File: src/rtl/dual_port_ram_bist_if.sv
// RAM-side bus of the BIST: write port, read port and registered read data.
// The master (BIST) drives addresses/data; the slave (RAM) returns mem_out one cycle after mem_rd.
interface dual_port_ram_bist_if;
    logic        mem_wr;
    logic [11:0] mem_wr_add;
    logic [63:0] mem_in;
    logic        mem_rd;
    logic [11:0] mem_rd_add;
    logic [63:0] mem_out;

    modport master (
        output mem_wr, mem_wr_add, mem_in, mem_rd, mem_rd_add,
        input  mem_out
    );

    modport slave (
        input  mem_wr, mem_wr_add, mem_in, mem_rd, mem_rd_add,
        output mem_out
    );
endinterface

File: src/rtl/dual_port_ram_bist.sv
// Two-pass write/read-compare march BIST for a 4096 x 64 dual-port RAM.
// Latency: done 4N+3 cycles after start (N = DEPTH_LAST+1); no backpressure, one access per cycle.
module dual_port_ram_bist #(
    parameter int unsigned DEPTH_LAST   = 4095,
    parameter bit          STOP_ON_FAIL = 1'b0
) (
    input  logic                        clk,
    input  logic                        rst_n,
    input  logic                        start,
    dual_port_ram_bist_if.master        mem,
    output logic                        busy,
    output logic                        done,
    output logic                        pass,
    output logic [13:0]                 err_cnt,
    output logic                        first_fail_pass,
    output logic [11:0]                 first_fail_add,
    output logic [63:0]                 first_fail_data
);

    localparam logic [11:0] LAST_ADD = 12'(DEPTH_LAST);

    // Encoding order matters: each phase's successor is state + 1.
    typedef enum logic [2:0] {IDLE, WR0, RD0, DRN0, WR1, RD1, DRN1, DONE} state_t;

    function automatic logic [63:0] pattern(input logic [11:0] a, input logic inv);
        return {4{4'hA, a}} ^ {64{inv}};
    endfunction

    state_t      state_q, state_d;
    logic [11:0] add_q, add_d;
    logic        cmp_vld_q, cmp_vld_d;
    logic [11:0] cmp_add_q, cmp_add_d;
    logic        cmp_inv_q, cmp_inv_d;
    logic        busy_q, busy_d, done_q, done_d, pass_q, pass_d;
    logic [13:0] err_cnt_q, err_cnt_d;
    logic        ffp_q, ffp_d;
    logic [11:0] ffa_q, ffa_d;
    logic [63:0] ffd_q, ffd_d;
    logic        mem_wr_q, mem_wr_d, mem_rd_q, mem_rd_d;
    logic [11:0] mem_wr_add_q, mem_wr_add_d, mem_rd_add_q, mem_rd_add_d;
    logic [63:0] mem_in_q, mem_in_d;
    logic        last, mismatch;

    always_comb begin
        state_d   = state_q;
        add_d     = add_q;
        done_d    = done_q;
        pass_d    = pass_q;
        err_cnt_d = err_cnt_q;
        ffp_d     = ffp_q;
        ffa_d     = ffa_q;
        ffd_d     = ffd_q;
        // Expected-value pipeline travels alongside the read issued this cycle.
        cmp_vld_d = (state_q == RD0) || (state_q == RD1);
        cmp_add_d = add_q;
        cmp_inv_d = (state_q == RD1);
        last      = (add_q == LAST_ADD);
        mismatch  = cmp_vld_q && (mem.mem_out != pattern(cmp_add_q, cmp_inv_q));

        case (state_q)
            IDLE, DONE: begin
                if (start) begin
                    state_d   = WR0;
                    add_d     = '0;
                    done_d    = 1'b0;
                    pass_d    = 1'b0;
                    err_cnt_d = '0;
                    ffp_d     = 1'b0;
                    ffa_d     = '0;
                    ffd_d     = '0;
                end
            end
            WR0, RD0, WR1, RD1: begin
                add_d = last ? 12'd0 : add_q + 12'd1;
                if (last) state_d = state_t'(state_q + 3'd1);
            end
            DRN0, DRN1: state_d = state_t'(state_q + 3'd1);
            default:    state_d = IDLE;
        endcase

        if (mismatch) begin
            err_cnt_d = err_cnt_q + 14'd1;
            if (err_cnt_q == '0) begin
                ffp_d = cmp_inv_q;
                ffa_d = cmp_add_q;
                ffd_d = mem.mem_out;
            end
            // Reads still in flight are dropped so they cannot count.
            if (STOP_ON_FAIL) begin
                state_d   = DONE;
                cmp_vld_d = 1'b0;
            end
        end

        if ((state_d == DONE) && (state_q != DONE)) begin
            done_d = 1'b1;
            pass_d = (err_cnt_d == '0);
        end

        busy_d       = (state_d != IDLE) && (state_d != DONE);
        mem_wr_d     = (state_d == WR0) || (state_d == WR1);
        mem_rd_d     = (state_d == RD0) || (state_d == RD1);
        mem_wr_add_d = mem_wr_d ? add_d : 12'd0;
        mem_in_d     = mem_wr_d ? pattern(add_d, state_d == WR1) : 64'd0;
        mem_rd_add_d = mem_rd_d ? add_d : 12'd0;
    end

    always_ff @(posedge clk) begin
        if (!rst_n) begin
            state_q      <= IDLE;
            add_q        <= '0;
            cmp_vld_q    <= 1'b0;
            cmp_add_q    <= '0;
            cmp_inv_q    <= 1'b0;
            busy_q       <= 1'b0;
            done_q       <= 1'b0;
            pass_q       <= 1'b0;
            err_cnt_q    <= '0;
            ffp_q        <= 1'b0;
            ffa_q        <= '0;
            ffd_q        <= '0;
            mem_wr_q     <= 1'b0;
            mem_rd_q     <= 1'b0;
            mem_wr_add_q <= '0;
            mem_rd_add_q <= '0;
            mem_in_q     <= '0;
        end else begin
            state_q      <= state_d;
            add_q        <= add_d;
            cmp_vld_q    <= cmp_vld_d;
            cmp_add_q    <= cmp_add_d;
            cmp_inv_q    <= cmp_inv_d;
            busy_q       <= busy_d;
            done_q       <= done_d;
            pass_q       <= pass_d;
            err_cnt_q    <= err_cnt_d;
            ffp_q        <= ffp_d;
            ffa_q        <= ffa_d;
            ffd_q        <= ffd_d;
            mem_wr_q     <= mem_wr_d;
            mem_rd_q     <= mem_rd_d;
            mem_wr_add_q <= mem_wr_add_d;
            mem_rd_add_q <= mem_rd_add_d;
            mem_in_q     <= mem_in_d;
        end
    end

    assign mem.mem_wr      = mem_wr_q;
    assign mem.mem_wr_add  = mem_wr_add_q;
    assign mem.mem_in      = mem_in_q;
    assign mem.mem_rd      = mem_rd_q;
    assign mem.mem_rd_add  = mem_rd_add_q;
    assign busy            = busy_q;
    assign done            = done_q;
    assign pass            = pass_q;
    assign err_cnt         = err_cnt_q;
    assign first_fail_pass = ffp_q;
    assign first_fail_add  = ffa_q;
    assign first_fail_data = ffd_q;

endmodule

File: src/flat_wrapper.sv
// flat-port wrapper written by rule: the top's interface ports become plain ports
module dual_port_ram_bist_flat 
#(
    parameter int unsigned DEPTH_LAST   = 4095,
    parameter bit          STOP_ON_FAIL = 1'b0
)
  (clk, rst_n, start, busy, done, pass, err_cnt, first_fail_pass, first_fail_add, first_fail_data, mem_mem_wr, mem_mem_wr_add, mem_mem_in, mem_mem_rd, mem_mem_rd_add, mem_mem_out);
  dual_port_ram_bist_if mem_i ();
  input  logic clk;
  input  logic rst_n;
  input  logic start;
  output logic busy;
  output logic done;
  output logic pass;
  output logic [13:0] err_cnt;
  output logic first_fail_pass;
  output logic [11:0] first_fail_add;
  output logic [63:0] first_fail_data;
  output wire logic [$bits(mem_i.mem_wr)-1:0] mem_mem_wr;
  output wire logic [$bits(mem_i.mem_wr_add)-1:0] mem_mem_wr_add;
  output wire logic [$bits(mem_i.mem_in)-1:0] mem_mem_in;
  output wire logic [$bits(mem_i.mem_rd)-1:0] mem_mem_rd;
  output wire logic [$bits(mem_i.mem_rd_add)-1:0] mem_mem_rd_add;
  input wire logic [$bits(mem_i.mem_out)-1:0] mem_mem_out;
  assign mem_mem_wr = mem_i.mem_wr;
  assign mem_mem_wr_add = mem_i.mem_wr_add;
  assign mem_mem_in = mem_i.mem_in;
  assign mem_mem_rd = mem_i.mem_rd;
  assign mem_mem_rd_add = mem_i.mem_rd_add;
  assign mem_i.mem_out = mem_mem_out;
  dual_port_ram_bist #(.DEPTH_LAST(DEPTH_LAST), .STOP_ON_FAIL(STOP_ON_FAIL)) u_core (.clk(clk), .rst_n(rst_n), .start(start), .mem(mem_i), .busy(busy), .done(done), .pass(pass), .err_cnt(err_cnt), .first_fail_pass(first_fail_pass), .first_fail_add(first_fail_add), .first_fail_data(first_fail_data));
endmodule
File: config.mk
export PLATFORM = sky130hd
export DESIGN_NAME = dual_port_ram_bist_flat
export DESIGN_NICKNAME = d
export VERILOG_FILES = /design/src/rtl/dual_port_ram_bist_if.sv /design/src/rtl/dual_port_ram_bist.sv /design/src/flat_wrapper.sv
export SDC_FILE = /design/constraint.sdc
export NUM_CORES = 1
export LEC_CHECK = 0
export ABC_AREA = 1
export CAP_MARGIN = 25
export CORE_MARGIN = 2
export CORE_UTILIZATION = 55
export CTS_CLUSTER_DIAMETER = 80
export DETAILED_ROUTE_END_ITERATION = 7
export DONT_BUFFER_PORTS = 1
export PLACE_DENSITY = 0.7
export SYNTH_ARGS = -nofsm -noshare
export SYNTH_HDL_FRONTEND = slang
export SYNTH_SLANG_ARGS = --single-unit
File: constraint.sdc
create_clock -name clk -period 3.35 [get_ports clk]
set_input_delay 0.5025 -clock clk [delete_from_list [all_inputs] [get_ports clk]]
set_output_delay 0.5025 -clock clk [all_outputs]
set_load 0.005 [all_outputs]
### Word-level counts from Yosys, hierarchy flattened

Cells that the tools add are included.
Widths: inputs -> output; s select.

| word-level totals | value |
|---|---|
| output and inout port bits | 184 |
| word-level logic and storage cells | 81 |
| RAM bits | 0 |
| memories | 0 |
| register bits | 213 |
| bits of input ports | 67 |
| latch bits | 0 |
| memory bits (read-only) | 0 |

| cells by class | value |
|---|---|
| div/mod/pow operators | 0 |
| $add $sub $neg | 3 |
| equal/unequal tests | 16 |
| $lt $le $gt $ge | 0 |
| multiplexer cells | 25 |
| reductions and logical operators | 18 |
| bitwise operators | 2 |
| shift operators | 0 |
| multipliers | 0 |

Operator list:

| cell | count |
|---|---|
| $mux 64 | 4 |
| $xor 64x64->64 | 2 |
| $mux 12 | 6 |
| $ne 64x64->1 | 1 |
| $mux 14 | 3 |
| $logic_not 14->1 | 2 |
| $pmux 12 s2 | 1 |
| $eq 3x3->1 const B | 7 |
| $add 14x1->14 const B | 1 |
| $add 12x1->12 const B | 1 |
| $eq 12x12->1 const B | 1 |
| $eq 3x2->1 const B | 3 |
| $pmux 3 s3 | 1 |
| $mux 1 | 8 |
| $eq 3x1->1 const B | 2 |
| $mux 3 | 2 |
| $ne 3x3->1 const B | 2 |
| $reduce_and 2->1 | 3 |
| $reduce_bool 2->1 | 2 |
| $reduce_or 2->1 | 2 |
| $reduce_or 4->1 | 1 |
| $add 3x1->3 const B | 1 |
| $logic_and 1x1->1 | 3 |
| $logic_not 3->1 | 1 |
| 2 further kinds | 4 |

### Logic depth before layout (Yosys ltp)

Gate-level depths: netlist (run 1).

| logic depth | value |
|---|---|
| depth after elaboration | 7 |
| gate-level depth with buffers | 22 |
| gate-level depth less buffers | 19 |

### Worst setup path after synthesis (run 1)

OpenSTA, ideal clock, no wires.

| timing path | value |
|---|---|
| path kind | reg-to-reg |
| from | register u_core.state_q[0] |
| to | register u_core.mem_wr_add_q[2] (netlist: u_core.mem.mem_wr_add[2]) |
| library setup time | 0.064 ns |
| period minus slack after synthesis | 2.137 ns |
| required time | 3.286 ns |
| path slack | 1.213 ns |
| stages on the path, launching flop included | 15 |
| buffers on the path | 1 |
| arrival time | 2.073 ns |
| path through | dfxtp_1 > inv_1 > ha_1 > nand2_1 > nand3_2 > nor2_2 > nand3_1 > nand2_1 > inv_1 > nor2_4 > nor2_1 > nor2_2 > inv_2 > buf_4 > nor2_1 |

| on the way | value |
|---|---|
| cells in the longest elaborated chain, start to end | 6 |
| elaborated cells between the ends (all ways) | 20 |
| classes of those cells | add/sub: 1; eq/ne: 9; mux: 4; reduce/logical: 6 |

Ends and longest elaborated chain:

| what | RTL line | RTL |
|---|---|---|
| start, declared | dual_port_ram_bist.sv:29 | `state_t state_q, state_d;` |
| start signal, assigned | dual_port_ram_bist.sv:128 | `state_q <= state_d;` |
| $add 3x1->3, or another cell as far along | dual_port_ram_bist.sv:75, dual_port_ram_bist.sv:77 |  |
| $mux 3, or another cell as far along | dual_port_ram_bist.sv:75 | `if (last) state_d = state_t'(state_q + 3'd1);` |
| $pmux 3 s3 | dual_port_ram_bist.sv:60 | `case (state_q)` |
| $eq 3x1->1 or $eq 3x3->1 (tied branches) | dual_port_ram_bist.sv:101 | `mem_wr_d = (state_d == WR0) \|\| (state_d == WR1);` |
| $logic_or 1x1->1 | dual_port_ram_bist.sv:101 |  |
| $reduce_and 2->1 (no source line) | n/a |  |
| end signal, assigned | dual_port_ram_bist.sv:142 | `mem_wr_add_q <= mem_wr_add_d;` |
| end, declared | dual_port_ram_bist.sv:40 | `logic [11:0] mem_wr_add_q, mem_wr_add_d, mem_rd_add_q, mem_rd_add_d;` |

Several ways; a longest one is shown, not always the timed one.
A chain may end at the register's enable or synchronous reset.

### Worst setup path in the final report (run 1)

| timing path | value |
|---|---|
| from | register u_core.state_q[0] |
| to | register u_core.mem_in_q[52] (netlist: u_core.mem.mem_in[52]) |

| on the way | value |
|---|---|
| cells in the longest elaborated chain, start to end | 6 |
| elaborated cells between the ends (all ways) | 21 |
| classes of those cells | add/sub: 1; eq/ne: 9; mux: 4; bitwise: 1; reduce/logical: 6 |

Ends and longest elaborated chain:

| what | RTL line | RTL |
|---|---|---|
| $add 3x1->3, or another cell as far along | dual_port_ram_bist.sv:75, dual_port_ram_bist.sv:77 |  |
| $mux 3, or another cell as far along | dual_port_ram_bist.sv:75 |  |
| $pmux 3 s3 | dual_port_ram_bist.sv:60 |  |
| $eq 3x1->1 or $eq 3x3->1 (tied branches) | dual_port_ram_bist.sv:101, dual_port_ram_bist.sv:104 |  |
| $logic_or 1x1->1 | dual_port_ram_bist.sv:101 |  |
| $reduce_and 2->1 (no source line) | n/a |  |
| end signal, assigned | dual_port_ram_bist.sv:144 | `mem_in_q <= mem_in_d;` |
| end, declared | dual_port_ram_bist.sv:41 | `logic [63:0] mem_in_q, mem_in_d;` |

Several ways; a longest one is shown, not always the timed one.

==> impl_metrics.toml, run 1 <==
[yosys]
seq_area_frac_synth_pct = 37.4
yosysUniqueCellTypes = 36
syn_avg_cell_area_um2 = 7.11
ys_seq_elements = 163
synth.net_count = 1304
synth_cells = 1229
yosysWarnings = 0
synth_area_mm2 = 0.00873

[timing]
period_share_pct = 83.3
rsz0062_at_grt = "no"
tightest_slew_ns = 0.838
worst_slack_ns = 0.561
finalSetupTns_ns = 0
slew_headroom_pct = 44.2
fmax_ghz = 0.359
finalCriticalPeriod_ns = 2.79
fin_skew_ns = 0.0135
final_max_slew_viol_count = 0
setup_viol = 0
hold_viol_final = 0
whs_ns = 0.174

[floorplan]
dieHeight_um = 130
dieArea_mm2 = 0.0169
die_x_um = 130
rows = 46
start_util_pct = 55.6
coreArea_mm2 = 0.0157
pin_count = 251

[critical_path]
r2r-start = "u_core.state_q[0]"
end_kind = "flop"
cp-start-kind = "flop"
worstPathMaxFanout = 14
critPathArrivalTime_ns = 3.17
r2r_cells = 14
rrSetupSlack_ns = 0.56
r2r-end = "u_core.mem.mem_in[52]"
crit_end = "u_core.mem.mem_in[52]"
setup.worst_path.start = "u_core.state_q[0]"
crit_required_ns = 3.73
path_class = "reg2reg"

[cts]
cts_root_buffer = "clkbuf_16"
cts_inserted_buffers = 17
cts_tree = "built"
clock-sinks = 163
hold_buffers = 0
worst_skew_pair.late_latency_ns = 0.43
cts.htree.levels = 4
clkTransAtPathRegs_ns = 0.07
clockBufferDepth = 2

[finish]
insertedDiodeCount = 0
fin_area_mm2 = 0.00898
drive_above_1_share_pct = 12.1
nFillCells = 1511
final_cell_mix = "383 x nand2_1, 183 x nor2_1, 162 x dfxtp_1"
syn2layout_area_growth_pct = 2.88
final_nets = 1229
layout_commonest_cell = "nand2_1"

[min_path]
hold_class = "in2reg"

[detailed_routing]
route.detailed.drc = 0
wirelength_mm = 20.5
first_iter_violations = 435
firstDrtPassIters = 5
vias = 6926
viasPerCell = 5.01
ant_nets = 0
wire_per_inst_um = 14.8

[global_routing]
antenna_found_initial = 0
groute.usage.overall_pct = 23.9
grt_max_degree = 93
grt-ovfl-total = 0
grt_pass1_wl_mm = 31.4
grt_pass1_vias = 6160

[power_and_ir_drop]
total_power_mw = 5.49
pwr_density_cell_mw_per_mm2 = 611
peakVddDrop_mv = 0.369
power_leakage_nw = 4.09

[outcome]
status = "completed"

[place]
place.gp.congestion = 0.906
portBuffers = 0
place_ws_ns = 0.422
post_dp_cell_area_mm2 = 0.00839
dp_hpwl_mm = 15.0

[flow_run]
cap_violations = 0
[how the worst min path moves through the flow]
stage | startpoint | endpoint | cells after the start | slack (ns)
floorplan | u_core.add_q[11] | u_core.cmp_add_q[11] | 2 | 0.41
global placement | u_core.add_q[7] | u_core.cmp_add_q[7] | 2 | 0.43
detailed placement | u_core.add_q[7] | u_core.cmp_add_q[7] | 2 | 0.43
CTS | rst_n | u_core.cmp_add_q[0] | 2 | 0.16
global route | rst_n | u_core.cmp_add_q[0] | 2 | 0.16
finish | rst_n | u_core.cmp_add_q[0] | 2 | 0.17
[kinds of logic (layout without fill, tap and decap cells)]
logic type      count (synthesis)  in the layout  synth area share, %
compound gates                128            128                 14.4
fa+ha+maj                       8              8                 1.15
buf+inv                       259            197                 15.2
simple gates                  647            647                 29.6
flops                         163            163                 37.4
xor+xnor                       24             24                 2.41
[metal layers]
layer / vias to the layer above / GRT usage (%) / wire (um) / share of wire (%)
met4: 0 / 7.15 / 354 / 1.7
met1: 3096 / 30.0 / 8910 / 43
met5: - / 0 / 0 / 0
met2: 195 / 39.8 / 9730 / 47
li1: 3617 / - / - / -
met3: 18 / 7.18 / 1510 / 7.4
[layout make-up]
| cell class | instances | area, um^2 | share of cell area, % |
|---|---|---|---|
| Inverter | 156 | 591 | 6.57 |
| Multi-Input combinational cell | 807 | 4150 | 46.1 |
| Timing Repair Buffer | 9 | 118 | 1.31 |
| Tap cell | 216 | 270 | 3.01 |
| Clock buffer | 18 | 439 | 4.89 |
| Clock inverter | 14 | 158 | 1.75 |
| Sequential cell | 163 | 3260 | 36.3 |
[power by group]
group	internal, mW	total, mW	switching [mW]
sequential	2.12	2.29	0.169
combinational	0.398	1.27	0.870
clock	1.02	1.94	0.912
[state kept, by name (all words and copies together), names as in the netlist, 3 cells and up]
signal / flops
u_core.err_cnt: 14
u_core.add_q: 12
u_core.first_fail_add: 12
u_core.mem.mem_wr_add: 12
u_core.mem.mem_in: 14
u_core.mem.mem_rd_add: 12
u_core.first_fail_data: 64
u_core.cmp_add_q: 12
u_core.state_q: 3
[synth_stat cells]
cell	count	area, um^2
a211oi_2	77	963
a21oi_1	21	105
a21oi_2	1	8.76
buf_1	1	3.75
buf_2	1	5.00
buf_4	63	473
buf_6	15	169
clkbuf_1	23	86.3
dfxtp_1	163	3260
ha_1	8	100
inv_1	148	556
inv_2	7	26.3
inv_4	1	6.26
nand2_1	383	1440
nand2_2	2	12.5
nand2_4	1	11.3
nand3_1	49	245
nand3_2	2	20.0
nand3b_1	4	30.0
nand4_1	6	37.5
nor2_1	183	687
nor2_2	4	25.0
nor2_4	1	11.3
nor3_1	9	45.0
nor4_1	2	12.5
o211ai_1	2	15.0
o21a_1	2	15.0
o21ai_0	15	75.1
o21ai_1	2	10.0
o21ai_2	2	17.5
o21bai_1	1	7.51
o22ai_1	3	18.8
o311ai_0	1	8.76
o32ai_1	1	8.76
or2_0	1	6.26
xor2_1	24	210
[timing repair]
item / in CTS / in global routing
setup endpoints to repair: 0 / 3
resized for setup: 0 / 1
endpoints found under the hold margin: 0 / 0
setup buffers: 0 / 0
[critical path, cell delays in order, from the launching register on]
cell	delay, ns
dfxtp_1	0.43
inv_1	0.11
ha_1	0.22
nand2_1	0.10
nand3_2	0.20
nor2_2	0.25
nand3_1	0.09
nand2_1	0.17
inv_1	0.14
nor2_4	0.41
nor2_1	0.10
nor2_2	0.18
buf_4	0.20
nand2_1	0.09
inv_1	0.06
[through the flow]
step / utilization (%) / instances
3_5_place_dp: 53.4 / 1351
6_report: 57.2 / 1383
5_1_grt: 57.2 / 1383
3_3_place_gp: 53.3 / 1350
2_1_floorplan: - / 1229
4_1_cts: 57.2 / 1383
Power figures use the tool's default switching activity.
==> inputs of run 2 (changes only) <==
==> constraint.sdc (replaced) <==
create_clock -name clk -period 2.6 [get_ports clk]
set_input_delay 0.39 -clock clk [delete_from_list [all_inputs] [get_ports clk]]
set_output_delay 0.39 -clock clk [all_outputs]
set_load 0.005 [all_outputs]
==> run 2 against run 1 <==
  * Sequential cell count unchanged
  * Count of clock-buffer cells in the layout unchanged
  * Via count up 4.5%
  * Global-route usage up 0.64 points
  * Utilization up 2.6 points
  * Sequential power up 28%
  * Cell count up 2.1%
  * Die area unchanged
  * Maximum frequency up 12%
  * First-iteration DRC count up 23%
  * Critical path type unchanged
==> impl_metrics.toml, run 2 (same netlist as run 1, synthesis figures left out) <==
[timing]
fmax_ghz = 0.403
final_max_slew_viol_count = 0
period_share_pct = 95.4
rsz0062_at_grt = "yes"
finalSetupTns_ns = 0
slew_headroom_pct = 67.5
finalCriticalPeriod_ns = 2.48
fin_skew_ns = 0.0113
whs_ns = 0.0645
tightest_slew_ns = 0.484
worst_slack_ns = 0.119
hold_viol_final = 0
setup_viol = 0

[outcome]
status = "completed"

[floorplan]
die_x_um = 130
dieHeight_um = 130
rows = 46
start_util_pct = 55.6
pin_count = 251
dieArea_mm2 = 0.0169
coreArea_mm2 = 0.0157

[detailed_routing]
vias = 7237
ant_nets = 0
wirelength_mm = 21.7
viasPerCell = 5.13
firstDrtPassIters = 5
first_iter_violations = 534
route.detailed.drc = 0
wire_per_inst_um = 15.4

[finish]
drive_above_1_share_pct = 15.0
syn2layout_area_growth_pct = 7.52
final_cell_mix = "379 x nand2_1, 182 x nor2_1, 159 x dfxtp_1"
largest_register_ffs = 64
insertedDiodeCount = 0
fin_cells = 1412
layout_commonest_cell = "nand2_1"
nFillCells = 1437
final_nets = 1258

[min_path]
hold_path_depth = 2
min_to = "u_core.cmp_add_q[0]"
worstHoldStart = "rst_n"
hold_class = "in2reg"

[critical_path]
crit_cells = 15
r2r_cells = 15
slowest_delay_ns = 0.34
path_class = "reg2reg"
crit_chain = "ha_1 > nand2_1 > inv_1 > nand2_1 > nor2_1 > nand2_1 > nor2_4 > nand2_1 > nor3_1 > nor2_1 > o311ai_0 > o21ai_0 > xor2_1 > nand2_1 > inv_1"
critical_path_buf_inv_count = 2
r2r-start = "u_core.add_q[1]"
critPathArrivalTime_ns = 2.82
r2r-end = "u_core.mem.mem_in[59]"
rrSetupSlack_ns = 0.12
slowest_stage = "dfxtp_2"
crit_family = "simple AND/OR/NAND/NOR gates"
end_kind = "flop"
worstPathMaxFanout = 5
cp-start-kind = "flop"
crit_top_cell = "nand2_1"
crit_required_ns = 2.94

[global_routing]
grt_pass1_vias = 6618
groute.usage.overall_pct = 24.5
grt-ovfl-total = 0
antenna_found_initial = 0
grt_max_degree = 80
grt_pass1_wl_mm = 32.6

[cts]
clock-sinks = 163
clockBufferDepth = 2
clkTransAtPathRegs_ns = 0.07
cts_root_buffer = "clkbuf_16"
cts_tree = "built"
cts_inserted_buffers = 17
cts.htree.levels = 4
worst_skew_pair.late_latency_ns = 0.43

[place]
dp.cells = 1373
portBuffers = 0
dp_hpwl_mm = 15.5
place.gp.congestion = 0.876
place_ws_ns = 0.0422

[power_and_ir_drop]
peakVddDrop_mv = 0.496
power_leakage_nw = 4.30
pwr_density_cell_mw_per_mm2 = 791

[flow_run]
cap_violations = 0
==> run 2: where the power goes <==
| part | internal (mW) | switching (mW) |
|---|---|---|
| Combinational | 0.714 | 1.23 |
| Sequential | 2.74 | 0.208 |
| Clock | 1.40 | 1.15 |
| Total | 4.85 | 2.59 |
==> run 2: how the worst max path moves through the flow <==
stage	startpoint	to	slack (ns)
finish	u_core.add_q[1]	u_core.mem.mem_in[59]	0.12
global route	u_core.add_q[0]	u_core.mem.mem_in[59]	-0.05
CTS	u_core.cmp_inv_q	u_core.first_fail_data[18]	0.02
detailed placement	u_core.cmp_inv_q	u_core.first_fail_data[18]	0.04
global placement	u_core.cmp_inv_q	u_core.first_fail_data[10]	0.13
floorplan	u_core.state_q[0]	u_core.mem.mem_wr_add[2]	0.46
==> run 2: what timing repair did <==
action | CTS | global route
hold buffers | 0 | 0
buffers inserted | 0 | 4
endpoints found under the setup margin | 0 | 100
resized for setup | 0 | 16
==> run 2: through the flow <==
stage               util, %  area (um^2)  power, mW
finish                 59.8         9390       7.43
global route           59.8         9390       7.84
CTS                    58.8         9240       7.35
detailed placement     55.0         8640       4.81
global placement       55.0         8640       4.79
floorplan                 -         8730       4.44
==> run 2: cell type report <==
type | instances | area (um^2) | area share (%)
Sequential cell | 163 | 3270 | 34.8
Tap cell | 216 | 270 | 2.88
Timing Repair Buffer | 38 | 483 | 5.14
Inverter | 156 | 596 | 6.34
Clock buffer | 18 | 439 | 4.68
Multi-Input combinational cell | 807 | 4170 | 44.4
Clock inverter | 14 | 165 | 1.76
==> run 2: routing by layer <==
layer  track usage (%)  part of all wire, %  vias to the layer above
met5                 0                    0                        -
met2              41.1                   48                      238
met1              29.9                   42                     3258
met4              8.35                  2.5                        0
met3              7.79                  7.9                       41
li1                  -                    -                     3700
